==> src/rtl/driver_digital_tube_mux.sv <==
// Multiplexed N-digit 7-segment scan driver. New values are staged and swapped into the
// display registers only at frame end, so a scan never mixes old and new digits.
module driver_digital_tube_mux #(
  parameter int P_DIGITS   = 4,
  parameter int P_SCAN_CNT = 300_000,
  parameter int P_GUARD    = 16,
  parameter int P_DUTY_W   = 4
) (
  input  logic                  i_clk,
  input  logic                  i_rst_n,
  input  logic                  i_load,
  input  logic [4*P_DIGITS-1:0] i_hex,
  input  logic [P_DIGITS-1:0]   i_dp,
  input  logic [P_DIGITS-1:0]   i_blank,
  input  logic                  i_lz_en,
  input  logic [P_DUTY_W-1:0]   i_bright,
  output logic [6:0]            o_seg,
  output logic                  o_dp,
  output logic [P_DIGITS-1:0]   o_sel,
  output logic                  o_ack,
  output logic                  o_frame
);

  localparam int CNT_W = (P_SCAN_CNT > 1) ? $clog2(P_SCAN_CNT) : 1;
  localparam int IDX_W = (P_DIGITS > 1) ? $clog2(P_DIGITS) : 1;
  localparam logic [CNT_W-1:0] CNT_LAST = CNT_W'(P_SCAN_CNT - 1);
  localparam logic [CNT_W-1:0] GUARD_END = CNT_W'(P_GUARD);
  localparam logic [IDX_W-1:0] IDX_LAST = IDX_W'(P_DIGITS - 1);

  // Scan timing
  logic [CNT_W-1:0] cnt_reg;
  logic [IDX_W-1:0] idx_reg;
  logic [P_DUTY_W-1:0] pwm_reg;

  // Staging (written by i_load) and display (what is being scanned) copies
  logic [4*P_DIGITS-1:0] stg_hex_reg, dsp_hex_reg;
  logic [P_DIGITS-1:0]   stg_dp_reg, dsp_dp_reg;
  logic [P_DIGITS-1:0]   stg_blank_reg, dsp_blank_reg;
  logic                  stg_lz_reg, dsp_lz_reg;
  logic [P_DUTY_W-1:0]   stg_bright_reg, dsp_bright_reg;
  logic                  pending_reg;

  // Registered outputs
  logic [6:0]          seg_reg;
  logic                dp_reg;
  logic [P_DIGITS-1:0] sel_reg;
  logic                ack_reg;
  logic                frame_reg;

  assign o_seg   = seg_reg;
  assign o_dp    = dp_reg;
  assign o_sel   = sel_reg;
  assign o_ack   = ack_reg;
  assign o_frame = frame_reg;

  // zero_from[k]: digits k..P_DIGITS-1 all show a bare zero (no dp)
  logic                zero_from [1:P_DIGITS];
  logic [P_DIGITS-1:0] dark_vec;

  assign zero_from[P_DIGITS] = 1'b1;

  for (genvar gi = 0; gi < P_DIGITS; gi++) begin : g_digit
    if (gi == 0) begin : g_lsd
      assign dark_vec[gi] = dsp_blank_reg[gi];
    end else begin : g_upper
      assign zero_from[gi] = (dsp_hex_reg[4*gi +: 4] == 4'h0) && !dsp_dp_reg[gi]
                             && zero_from[gi+1];
      assign dark_vec[gi] = dsp_blank_reg[gi] || (dsp_lz_reg && zero_from[gi]);
    end
  end

  function automatic logic [6:0] hex_to_seg(input logic [3:0] nib);
    logic [6:0] seg;
    case (nib)
      4'h0:    seg = 7'b0000001;
      4'h1:    seg = 7'b1001111;
      4'h2:    seg = 7'b0010010;
      4'h3:    seg = 7'b0000110;
      4'h4:    seg = 7'b1001100;
      4'h5:    seg = 7'b0100100;
      4'h6:    seg = 7'b0100000;
      4'h7:    seg = 7'b0001111;
      4'h8:    seg = 7'b0000000;
      4'h9:    seg = 7'b0000100;
      4'hA:    seg = 7'b0001000;
      4'hB:    seg = 7'b1100000;
      4'hC:    seg = 7'b0110001;
      4'hD:    seg = 7'b1000010;
      4'hE:    seg = 7'b0110000;
      default: seg = 7'b0111000;
    endcase
    return seg;
  endfunction

  logic                frame_end;
  logic [3:0]          cur_nib;
  logic                cur_dark;
  logic [6:0]          seg_next;
  logic                dp_next;
  logic [P_DIGITS-1:0] sel_next;

  assign frame_end = (idx_reg == IDX_LAST) && (cnt_reg == CNT_LAST);

  always_comb begin
    cur_nib  = dsp_hex_reg[{idx_reg, 2'b00} +: 4];
    cur_dark = dark_vec[idx_reg];
    seg_next = 7'h7F;
    dp_next  = 1'b1;
    sel_next = '0;
    if (!cur_dark) begin
      seg_next = hex_to_seg(cur_nib);
      dp_next  = ~dsp_dp_reg[idx_reg];
      // Dead-time at slot start keeps the previous digit's segments from ghosting
      if ((cnt_reg >= GUARD_END) && (pwm_reg <= dsp_bright_reg))
        sel_next[idx_reg] = 1'b1;
    end
  end

  always_ff @(posedge i_clk) begin
    if (!i_rst_n) begin
      cnt_reg        <= '0;
      idx_reg        <= '0;
      pwm_reg        <= '0;
      stg_hex_reg    <= '0;
      stg_dp_reg     <= '0;
      stg_blank_reg  <= '1;
      stg_lz_reg     <= 1'b0;
      stg_bright_reg <= '1;
      dsp_hex_reg    <= '0;
      dsp_dp_reg     <= '0;
      dsp_blank_reg  <= '1;
      dsp_lz_reg     <= 1'b0;
      dsp_bright_reg <= '1;
      pending_reg    <= 1'b0;
      seg_reg        <= 7'h7F;
      dp_reg         <= 1'b1;
      sel_reg        <= '0;
      ack_reg        <= 1'b0;
      frame_reg      <= 1'b0;
    end else begin
      pwm_reg <= pwm_reg + 1'b1;
      if (cnt_reg == CNT_LAST) begin
        cnt_reg <= '0;
        idx_reg <= (idx_reg == IDX_LAST) ? '0 : idx_reg + 1'b1;
      end else begin
        cnt_reg <= cnt_reg + 1'b1;
      end

      // A load landing exactly on the frame edge skips staging and shows immediately
      if (frame_end && i_load) begin
        dsp_hex_reg    <= i_hex;
        dsp_dp_reg     <= i_dp;
        dsp_blank_reg  <= i_blank;
        dsp_lz_reg     <= i_lz_en;
        dsp_bright_reg <= i_bright;
        pending_reg    <= 1'b0;
      end else if (frame_end && pending_reg) begin
        dsp_hex_reg    <= stg_hex_reg;
        dsp_dp_reg     <= stg_dp_reg;
        dsp_blank_reg  <= stg_blank_reg;
        dsp_lz_reg     <= stg_lz_reg;
        dsp_bright_reg <= stg_bright_reg;
        pending_reg    <= 1'b0;
      end else if (i_load) begin
        stg_hex_reg    <= i_hex;
        stg_dp_reg     <= i_dp;
        stg_blank_reg  <= i_blank;
        stg_lz_reg     <= i_lz_en;
        stg_bright_reg <= i_bright;
        pending_reg    <= 1'b1;
      end

      seg_reg   <= seg_next;
      dp_reg    <= dp_next;
      sel_reg   <= sel_next;
      ack_reg   <= frame_end && (i_load || pending_reg);
      frame_reg <= frame_end;
    end
  end

endmodule

==> config.mk <==
export PLATFORM = sky130hd
export DESIGN_NAME = driver_digital_tube_mux
export DESIGN_NICKNAME = d
export VERILOG_FILES = /design/src/rtl/driver_digital_tube_mux.sv
export SDC_FILE = /design/constraint.sdc
export NUM_CORES = 1
export LEC_CHECK = 0
export ABC_CLOCK_PERIOD_IN_PS = 2000
export BUFFER_PORTS_ARGS = -buffer_cell sky130_fd_sc_hd__buf_4
export CAP_MARGIN = 30
export CORE_AREA = 3 3 112 114
export CTS_CLUSTER_SIZE = 40
export DETAILED_ROUTE_END_ITERATION = 7
export DIE_AREA = 0 0 115 117
export PLACE_DENSITY = 0.61
export SETUP_SLACK_MARGIN = 0.05
export SYNTH_ARGS = -nofsm -noshare
export SYNTH_HDL_FRONTEND = slang
export SYNTH_SLANG_ARGS = --single-unit
==> constraint.sdc <==
create_clock -name i_clk -period 2 [get_ports i_clk]
set_input_delay 0.2 -clock i_clk [delete_from_list [all_inputs] [get_ports i_clk]]
set_output_delay 0.2 -clock i_clk [all_outputs]
set_load 0.05 [all_outputs]
==> results_tabular.tex <==
\begin{tabular}{lr}
\hline
Metric & Value \\
\hline
\multicolumn{2}{l}{\textbf{Timing}} \\
Measured slew at the worst slew-check pin & approximately 520 ps \\
Final total negative setup slack & 0 ps \\
Minimum clock period after layout & 1950 ps \\
Final-report setup violation count & 0 \\
Top achievable clock speed & slightly above 500 MHz \\
Max Slew Vio Count & 0 \\
RSZ-0062 raised after global routing & true \\
Post-Route Skew & approximately 11 ps \\
Slew margin rel. & 65.3\% \\
Final period util & 97.6\% \\
Final Hold Violating Endpoints & 0 \\
\multicolumn{2}{l}{\textbf{Job}} \\
Max Cap Violations & 0 \\
\multicolumn{2}{l}{\textbf{Synthesis}} \\
Leading area contributor after synthesis & dfxtp\_1 \\
Count of flip-flops with a built-in enable after synthesis & 0 \\
Syn Std Cell Area & 4400 um2 \\
Fraction of post-synthesis cell area in the top cell type by area & roughly 45\% \\
Most repeated cell in the gate-level netlist after synthesis & dfxtp\_1 \\
Proportion of synthesized chip area in sequential cells & around 45\% \\
Ranking of synthesized cells by instance count & 98 x dfxtp\_1, 65 x nand2\_1, 39 x nor2\_1 \\
Ys Warns & 0 \\
Gate Count Post-Synth & between 400 and 500 \\
Synth area leaders & dfxtp\_1 45\%, nand2\_1 5.5\%, ha\_1 4.8\%, mux2i\_1 4.1\%, nand3\_1 3.8\% \\
Share of async-settable or async-resettable flops after synthesis & 0\% \\
Primary flip-flop cell chosen by synthesis mapping & dfxtp\_1 \\
Post-Syn Area per Cell & roughly 9.1 um2 \\
Distinct cell type count after synthesis & 45 \\
Post-Synthesis Net Count & approximately 530 \\
Seq cells post-synth & 98 \\
\multicolumn{2}{l}{\textbf{Clock tree}} \\
Worst skew pair latency & 350 ps \\
Level count of the clock H-tree & 3 \\
Count of hold buffers inserted by post-cts repair & 0 \\
CTS root buf & clkbuf\_16 \\
Maximum clock insertion buffer count & 2 \\
Total clock sinks & between 90 and 100 \\
TritonCTS clock tree & done \\
Clock-pin transition on the worst setup and hold timing paths & roughly 70 ps \\
Number of CTS-inserted buffers & 9 \\
\multicolumn{2}{l}{\textbf{Detailed routing}} \\
Total vias in the final route & approximately 3600 \\
Vias per inst & 5.12 \\
Initial DRC Count & roughly 170 \\
Overall routed net length & around 10000 um \\
Number of routed nets with antenna violations & 0 \\
Avg WL per Cell & 14.7 um \\
Number of detailed-route iterations in the first pass & 4 \\
Number of DRC violations after detailed routing & 0 \\
\multicolumn{2}{l}{\textbf{Pwr}} \\
Power density over cell area & between 700 and 800 nW/um2 \\
LEAKAGE & roughly 0.0023 uW \\
Peak supply drop & 0.000587 V \\
\multicolumn{2}{l}{\textbf{GRT}} \\
Number of antenna violations at the first check in global routing & 0 \\
Vias in the first global route & $\sim$3200 \\
Total routing resource utilization after global routing & about 15\% \\
Largest net degree at the start of global routing & 53 \\
First-pass GRT wire length & about 16000 um \\
Overflow left after global routing & 0 \\
\multicolumn{2}{l}{\textbf{Critical path}} \\
Startpoint type of the worst setup path & flip-flop \\
Type of destination of the critical path & flip-flop \\
CP required & 2280 ps \\
Buf/Inv on CP & 2 \\
Arrival @ worst endpoint & 2230 ps \\
WS Path Type & reg2reg \\
Ordered cell list for the critical path & or4\_4, nor4\_4, a31o\_2, buf\_8, clkbuf\_16, nand3\_1, o21ai\_1 \\
Crit-path max FO & 7 \\
Cell type of the slowest stage on the worst timing path & or4\_4 \\
Crit path max-delay family & simple AND/OR/NAND/NOR gates \\
CP peak stage delay & between 500 and 600 ps \\
\multicolumn{2}{l}{\textbf{Finish}} \\
Post-route non-filler standard cell count & just under 700 \\
Synth-to-Final Area Change & 26.5\% \\
Combined area of the multi-input logic cells & $\sim$2300 um2 \\
Diodes inserted & 0 \\
Sequential cell area & between 1500 and 2000 um2 \\
Fill cell total of the finished layout & 1096 \\
Flip-flop count of the largest register after layout & 19 \\
Count of nets after finishing & a little under 600 \\
Ratio of cells with drive above 1 in the final layout & 25.0\% \\
\multicolumn{2}{l}{\textbf{Placed design}} \\
Number of input and output port buffers inserted & 45 \\
Weighted congestion at the end of routability-driven global placement & between 0.7 and 0.8 \\
Detail Placement HPWL & between 6000 and 7000 um \\
Inst Count DP & approximately 660 \\
\multicolumn{2}{l}{\textbf{Floorplanning}} \\
Starting Density & between 30\% and 40\% \\
Row Count & 39 \\
Chip Width & $\sim$120 um \\
Area of the placeable core & around 12000 um2 \\
Die area & around 13000 um2 \\
Die height & roughly 120 um \\
Count of boundary I/O pins & 46 \\
\multicolumn{2}{l}{\textbf{Hold path}} \\
Worst hold-check path type & in2reg \\
\multicolumn{2}{l}{\textbf{Outcome}} \\
Result of the run & completed \\
\hline
\end{tabular}
==> final cells by class <==
type | instances | share of cell area (%)
multi-input cells | 340 | 41.3
flip-flops and latches | 98 | 35.3
repair buffers | 78 | 13.0
clock buffers | 11 | 4.36
well taps | 143 | 3.22
clock inverters | 5 | 1.55
inverters | 19 | 1.28
==> per-stage QoR <==
stage / hold slack (ps) / total power [uW] / setup WS (ps) / utilization [%] / area, um2
after detailed placement: 427 / 2300 / -9.05 / 42.9 / 4930
after floorplan: 325 / 2200 / 51.4 / - / 4400
after global routing: 84.8 / 4330 / -98.9 / 48.3 / 5560
final: 74.0 / 4180 / 47.0 / 48.3 / 5560
after global placement: 420 / 2290 / 65.2 / 42.9 / 4930
after CTS: 65.5 / 4180 / 38.8 / 45.9 / 5290
==> worst register-to-register path, stage by stage, from the launching register on <==
cell and delay (ps):
dfxtp_1 310, or4_4 550, nor4_4 250, a31o_2 290, buf_8 180, clkbuf_16 160, nand3_1 70, o21ai_1 90
==> kinds of logic (layout without fill, tap and decap cells) <==
group,after synthesis,count (layout),share of synthesized area (%)
multiplexers,34,34,9.47
XOR/XNOR,19,19,3.78
AND/OR/NAND/NOR,189,189,21.0
AO/OA/AOI/OAI,81,81,11.2
buffers and inverters,45,113,5.12
adder cells (fa/ha/maj),17,17,4.83
flip-flops,98,98,44.6
==> repair_timing <==
item	CTS	global route
pin swaps	1	1
gates resized for setup	0	41
buffers inserted	3	6
endpoints found under the setup margin	15	81
gates cloned	0	6
==> where the power goes <==
group | switching, uW | internal (uW) | total, uW
sequential | 29.1 | 2000 | 2030
clock | 743 | 1140 | 1880
combinational | 134 | 141 | 275
==> layer usage <==
layer | up-vias | global-route usage, % | share of wire (%)
met4 | 0 | 5.09 | 1.6
met1 | 1659 | 19.1 | 45
met2 | 66 | 23.1 | 48
li1 | 1816 | - | -
met3 | 15 | 3.80 | 4.7
met5 | - | 0 | 0
==> cell usage in the layout, fill, tap and decap left out, drive strengths merged, types with 10 or more instances in the layout <==
cell,Yosys,final
xnor2,10,10
buf,10,75
mux2,11,11
nand3,33,33
mux2i,18,18
clkbuf,16,14
o21ai,26,26
ha,17,17
dfxtp,98,98
inv,18,19
nor2,39,39
nand2,66,66
a21oi,19,19
o22ai,13,13
==> final timing paths <==
path	depth (start not counted)	slack (ps)	endpoint	startpoint
worst max-delay path	7	50	stg_hex_reg[12]	cnt_reg[14]
worst min-delay path	3	70	stg_bright_reg[2]	i_bright[2]
worst max register to register	7	50	stg_hex_reg[12]	cnt_reg[14]
worst min register to register	2	450	stg_hex_reg[3]	stg_hex_reg[3]
(Power assumes the default switching activity.)
